<file path="config.mk">
export PLATFORM = sky130hd
export DESIGN_NAME = lzc_zero_seq
export DESIGN_NICKNAME = d
export VERILOG_FILES = /design/src/rtl/lzc_pkg.sv /design/src/rtl/lzc_slice.sv /design/src/rtl/lzc_zero_seq.sv
export SDC_FILE = /design/constraint.sdc
export NUM_CORES = 1
export LEC_CHECK = 0
export ABC_AREA = 1
export CORE_MARGIN = 1.5
export CORE_UTILIZATION = 51
export DETAILED_ROUTE_END_ITERATION = 12
export PLACE_DENSITY = 0.8
export SLEW_MARGIN = 20
export SYNTH_ARGS = -nofsm -noshare
export SYNTH_HDL_FRONTEND = slang
export SYNTH_SLANG_ARGS = --single-unit
</file>
<file path="constraint.sdc">
create_clock -name clk -period 2.19 [get_ports clk]
set_clock_uncertainty 0.15 [all_clocks]
set_input_delay 0.219 -clock clk [delete_from_list [all_inputs] [get_ports clk]]
set_output_delay 0.219 -clock clk [all_outputs]
set_load 0.05 [all_outputs]
</file>
<file path="src/rtl/lzc_pkg.sv">
// Shared definitions for the sequential leading/trailing zero counter.
package lzc_pkg;

  typedef enum logic [0:0] {
    ST_IDLE = 1'b0,
    ST_SCAN = 1'b1
  } lzc_state_t;

  // Count width that can hold 0..w inclusive.
  function automatic int cw_of(input int w);
    return $clog2(w + 1);
  endfunction

endpackage

</file>
<file path="src/rtl/lzc_slice.sv">
// Combinational zero detect and in-slice zero count for one SLICE-bit slice.
// dir=0 counts leading zeros (from MSB), dir=1 counts trailing zeros (from LSB).
module lzc_slice #(
  parameter int SLICE = 8,
  parameter int SW    = $clog2(SLICE)
) (
  input  logic [SLICE-1:0] s,
  input  logic             dir,
  output logic             nz,
  output logic [SW-1:0]    cnt
);

  logic [SW-1:0] lz, tzc;

  // Priority scans: ascending overwrite keeps the highest set bit for lz,
  // descending overwrite keeps the lowest set bit for tz.
  always_comb begin
    lz  = '0;
    tzc = '0;
    for (int i = 0; i < SLICE; i++)
      if (s[i]) lz = SW'(SLICE - 1 - i);
    for (int i = SLICE - 1; i >= 0; i--)
      if (s[i]) tzc = SW'(i);
  end

  assign nz  = |s;
  assign cnt = dir ? tzc : lz;

endmodule

</file>
<file path="src/rtl/lzc_zero_seq.sv">
// Multi-cycle zero detector / CLZ / CTZ. Scans one SLICE-bit slice per clock
// with a start/busy/done handshake.
// Optional: define LZC_FAST_ZERO_EN to finish an all-zero operand after one
// scan edge using a full-width OR-reduction at accept time.
module lzc_zero_seq
  import lzc_pkg::*;
#(
  parameter int WIDTH = 32,
  parameter int SLICE = 8,
  parameter int CW    = cw_of(WIDTH)
) (
  input  logic             clk,
  input  logic             rst_n,
  input  logic             start,
  input  logic             tz,
  input  logic [WIDTH-1:0] A,
  output logic             busy,
  output logic             done,
  output logic             zero,
  output logic [CW-1:0]    cnt
);

  localparam int N  = WIDTH / SLICE;
  localparam int PW = (N > 1) ? $clog2(N) : 1;
  localparam int KW = $clog2(N + 1);
  localparam int SW = $clog2(SLICE);

  lzc_state_t                state, state_d;
  logic [N-1:0][SLICE-1:0]   opnd, opnd_d;
  logic                      mode, mode_d;
  logic [PW-1:0]             ptr, ptr_d;
  logic [KW-1:0]             k, k_d;
  logic                      done_d, zero_d;
  logic [CW-1:0]             cnt_d;
  logic                      fast_hit;

  logic                      sl_nz;
  logic [SW-1:0]             sl_cnt;
  logic [CW-1:0]             base;

  // Single slice evaluator, fed by the slice the pointer selects.
  lzc_slice #(.SLICE(SLICE), .SW(SW)) u_slice (
    .s   (opnd[ptr]),
    .dir (mode),
    .nz  (sl_nz),
    .cnt (sl_cnt)
  );

  // Zeros contributed by the k-1 all-zero slices already passed.
  assign base = CW'(k - 1'b1) * CW'(SLICE);

`ifdef LZC_FAST_ZERO_EN
  logic fast, fast_d;
  assign fast_hit = fast;

  // Forced-terminal flag, captured with the operand.
  always_ff @(posedge clk) begin
    if (!rst_n) fast <= 1'b0;
    else        fast <= fast_d;
  end

  // Full-width zero check only evaluated when a request is accepted.
  always_comb begin
    fast_d = fast;
    if (state == ST_IDLE && start) fast_d = ~|A;
  end
`else
  assign fast_hit = 1'b0;
`endif

  // State and datapath registers; synchronous active-low reset.
  always_ff @(posedge clk) begin
    if (!rst_n) begin
      state <= ST_IDLE;
      opnd  <= '0;
      mode  <= 1'b0;
      ptr   <= '0;
      k     <= '0;
      done  <= 1'b0;
      zero  <= 1'b0;
      cnt   <= '0;
    end else begin
      state <= state_d;
      opnd  <= opnd_d;
      mode  <= mode_d;
      ptr   <= ptr_d;
      k     <= k_d;
      done  <= done_d;
      zero  <= zero_d;
      cnt   <= cnt_d;
    end
  end

  // Next-state: accept in IDLE, walk slices in SCAN until a nonzero slice
  // or the last slice. Results hold until the next completion.
  always_comb begin
    state_d = state;
    opnd_d  = opnd;
    mode_d  = mode;
    ptr_d   = ptr;
    k_d     = k;
    done_d  = 1'b0;
    zero_d  = zero;
    cnt_d   = cnt;
    unique case (state)
      ST_IDLE: begin
        if (start) begin
          opnd_d  = A;
          mode_d  = tz;
          ptr_d   = tz ? PW'(0) : PW'(N - 1);
          k_d     = KW'(1);
          state_d = ST_SCAN;
        end
      end
      ST_SCAN: begin
        if (fast_hit || (!sl_nz && k == KW'(N))) begin
          zero_d  = 1'b1;
          cnt_d   = CW'(WIDTH);
          done_d  = 1'b1;
          state_d = ST_IDLE;
        end else if (sl_nz) begin
          zero_d  = 1'b0;
          cnt_d   = base + CW'(sl_cnt);
          done_d  = 1'b1;
          state_d = ST_IDLE;
        end else begin
          ptr_d = mode ? ptr + 1'b1 : ptr - 1'b1;
          k_d   = k + 1'b1;
        end
      end
      default: state_d = ST_IDLE;
    endcase
  end

  assign busy = (state == ST_SCAN);

endmodule

</file>
==> flow_metrics.env <==
export IMPL_cts_tree="done"
export IMPL_syn_avg_cell_area_um2=6.687
export IMPL_yosysTopAreaCell="dfxtp_1"
export IMPL_place_gp_congestion=0.8713
export IMPL_gr_total_overflow=0
export IMPL_setup_viol=0
export IMPL_cp_cell_sequence="clkdlybuf4s50_1"
export IMPL_post_cts_buffers=0
export IMPL_drtAntennaViolNets=0
export IMPL_crit_path_start="busy"
export IMPL_path_max_fanout=7
export IMPL_track_usage_pct=23.44
export IMPL_utilization_pct=68.33
export IMPL_timing_rr_start="ptr[1]"
export IMPL_dr_max_layer_used="met4"
export IMPL_viasPerCell=5.031
export IMPL_nNetsFinal=409
export IMPL_p_leak_nw=1.221
export IMPL_start_util_pct=54.05
export IMPL_yosys_area_share_simple_pct=33.71
export IMPL_pre_cts_ws_ps=252.5
export IMPL_synth_area_leaders="dfxtp_1, nand2_1, nor2_1"
export IMPL_drc=0
export IMPL_seq_power_share_pct=48.5
export IMPL_place_inst=413
export IMPL_clk_latency_ps=300
export IMPL_antenna_cells=0
export IMPL_critPathRequiredTime_ps=1820
export IMPL_fmax_mhz=494.4
export IMPL_syn_instance_count=328
export IMPL_synth_xor_area_share_pct=1.597
export IMPL_p_int_mw=1.398
export IMPL_synth_top_family_by_area="simple AND/OR/NAND/NOR gates"
export IMPL_grt_antenna_before_repair=0
export IMPL_grt_pass1_wl_mm=8.438
export IMPL_floorplan_core_area_um2=4058
export IMPL_io_buffers=44
export IMPL_cts_resized=0
export IMPL_fin_tns_setup_ps=0
export IMPL_clkPwrFrac_pct=28.4
export IMPL_hp_class="reg2reg"
export IMPL_cpPeakStageDelay_ps=860
export IMPL_yosys_cell_types_count=24
export IMPL_vdd_drop_max_v=0.0005087
export IMPL_wl_met2_mm=2.161
export IMPL_drive_above_1_share_pct=7.817
export IMPL_htreeDepth=2
export IMPL_rsz0062_at_grt="false"
export IMPL_reg2reg_to="ptr[1]"
export IMPL_wirelength_met1_mm=2.304
export IMPL_critPathCaptureType="primary output"
export IMPL_switchingPower_uw=586.1
export IMPL_cts_buffers=5
export IMPL_post_route_period_util_pct=92.37
export IMPL_grt_start_max_net_pins=31
export IMPL_ys_seq_area_share_pct=42.90
export IMPL_ff2ff_setup_slack_ps=240
export IMPL_hold_violations=0
export IMPL_postLayoutCellArea_um2=2773
export IMPL_path_clk_slew_ps=80
export IMPL_die_h_um=68.58
export IMPL_synth_ff_type="dfxtp_1"
export IMPL_pwr_share_comb_pct=23.1
export IMPL_totalPowerFinal_mw=1.984
export IMPL_p_sw_share_pct=29.54
export IMPL_holdBufCountCts=0
export IMPL_final_cells=421
export IMPL_drt_first_iter_violations=166
export IMPL_crit_type="reg2out"
export IMPL_synth_nets=367
export IMPL_synth_top_area_share_pct=42.90
export IMPL_avgRoutedWirePerCell_um=11.39
export IMPL_cp_arrival_ps=1650
export IMPL_dr_pass1_iters=4
export IMPL_synth_area_mux_share_pct=0
export IMPL_die_x_um=68.58
export IMPL_syn_to_final_growth_pct=26.41
export IMPL_r2r_cells=12
export IMPL_p_per_area_nw_per_um2=715.5
export IMPL_final_min_clock_period_ps=2023
export IMPL_clockRootBuffer="clkbuf_8"
export IMPL_tightest_slew_ps=505.5
export IMPL_rows=23
export IMPL_setup_slack_ps=167.2
export IMPL_critical_path_top_delay_family="buffers and inverters"
export IMPL_finalWirelength_mm=4.797
export IMPL_post_synth_fa_ha_maj_area_fraction_pct=1.711
export IMPL_cts_sinks=47
export IMPL_wl_met3_um=273
export IMPL_synth_compound_area_share_pct=13.35
export IMPL_num_vias=2118
export IMPL_crit_end="busy"
export IMPL_cp_slowest_cell="clkdlybuf4s50_1"
export IMPL_synth_edf_count=0
export IMPL_hold_start="cnt[4]"
export IMPL_whs_ps=314.1
export IMPL_maxCapViolCount=0
export IMPL_status="finished clean"
export IMPL_synth_async_reset_ratio_pct=0
export IMPL_synth_cell_area_um2=2193
export IMPL_yosys_warnings=0
export IMPL_cp_start_kind="register"
export IMPL_dpl_cell_area_um2=2673
export IMPL_clk_path_buf_depth=2
export IMPL_ys_ff_latch=47
export IMPL_pin_count=45
export IMPL_dpl_hpwl_mm=3.554
export IMPL_path_buf_inv=1
export IMPL_cp_num_cells=1
export IMPL_die_area_um2=4703
export IMPL_first_global_vias=1970
export IMPL_slew_viol_final=0
export IMPL_slew_limit_headroom_pct=66.19
==> cell usage after synthesis (3+ instances only) <==
cell,number
a21oi_1,12
nor2_1,68
nand2_1,81
nand3_1,19
inv_2,4
buf_2,4
clkbuf_1,9
o21ai_0,42
inv_1,14
clkinv_1,3
ha_1,3
dfxtp_1,47
nand2_2,8
==> worst reg2reg max path, cell delays in order, from the launching register on <==
cell,delay (ps)
dfxtp_1,390
inv_1,300
nand3_1,110
nand2_1,120
nand2_1,100
nor2_2,140
nand2_2,90
inv_2,60
nand3_2,80
nand2_2,100
inv_2,70
nor2_1,80
nor2_1,50
==> layer usage <==
layer,vias up,global-route usage (%)
li1,1123,-
met1,943,31.52
met2,47,37.98
met3,5,4.383
met4,0,7.250
met5,-,0
==> flip-flops by register name (all words and copies together) (netlist names) <==
| name | flops |
|---|---|
| cnt | 6 |
| zero | 1 |
| busy | 1 |
| k | 3 |
| done | 1 |
| mode | 1 |
| ptr | 2 |
| opnd | 32 |
==> power groups by stage <==
stage | Clock [mW] | Combinational [mW] | Sequential (mW)
detailed placement | 0 | 0.458 | 0.980
global route | 0.605 | 0.523 | 0.969
floorplan | 0 | 0.283 | 1.01
finish | 0.563 | 0.459 | 0.962
global placement | 0 | 0.452 | 0.980
CTS | 0.575 | 0.461 | 0.961
==> worst min-delay path by stage <==
stage | end | slack (ps) | cells after the start
5_1_grt | cnt[0] | 330 | 2
3_5_place_dp | cnt[4] | 300 | 2
4_1_cts | cnt[4] | 320 | 2
3_3_place_gp | cnt[4] | 300 | 2
2_1_floorplan | opnd[23] | 200 | 2
6_report | cnt[4] | 310 | 2
==> placed cells by master, fill, tap and decap left out, types with 4 or more instances in the layout <==
master           netlist  final
buf_4                  0      6
o21ai_0               42     42
nand2_2                8      8
nand3_1               19     19
dfxtp_1               47     47
inv_1                 14     14
inv_2                  4      4
nand2_1               81     81
a21oi_1               12     12
clkdlybuf4s50_1        0     44
nor2_1                68     68
clkbuf_8               0      7
==> logic make-up (layout without fill, tap and decap cells) <==
logic type	count (synthesis)	in the layout
simple gates	181	181
compound gates	57	57
flops	47	47
buf+inv	36	79
xor+xnor	4	4
fa+ha+maj	3	3
==> cell type report <==
cell class | count | area (um^2)
well taps | 50 | 62.56
fillers | 357 | 1285
inverters | 21 | 78.83
repair buffers | 50 | 485.5
multi-input cells | 245 | 1105
flip-flops and latches | 47 | 940.9
clock buffers | 8 | 100.1
Note: power is estimated with default switching activity, not from simulation.
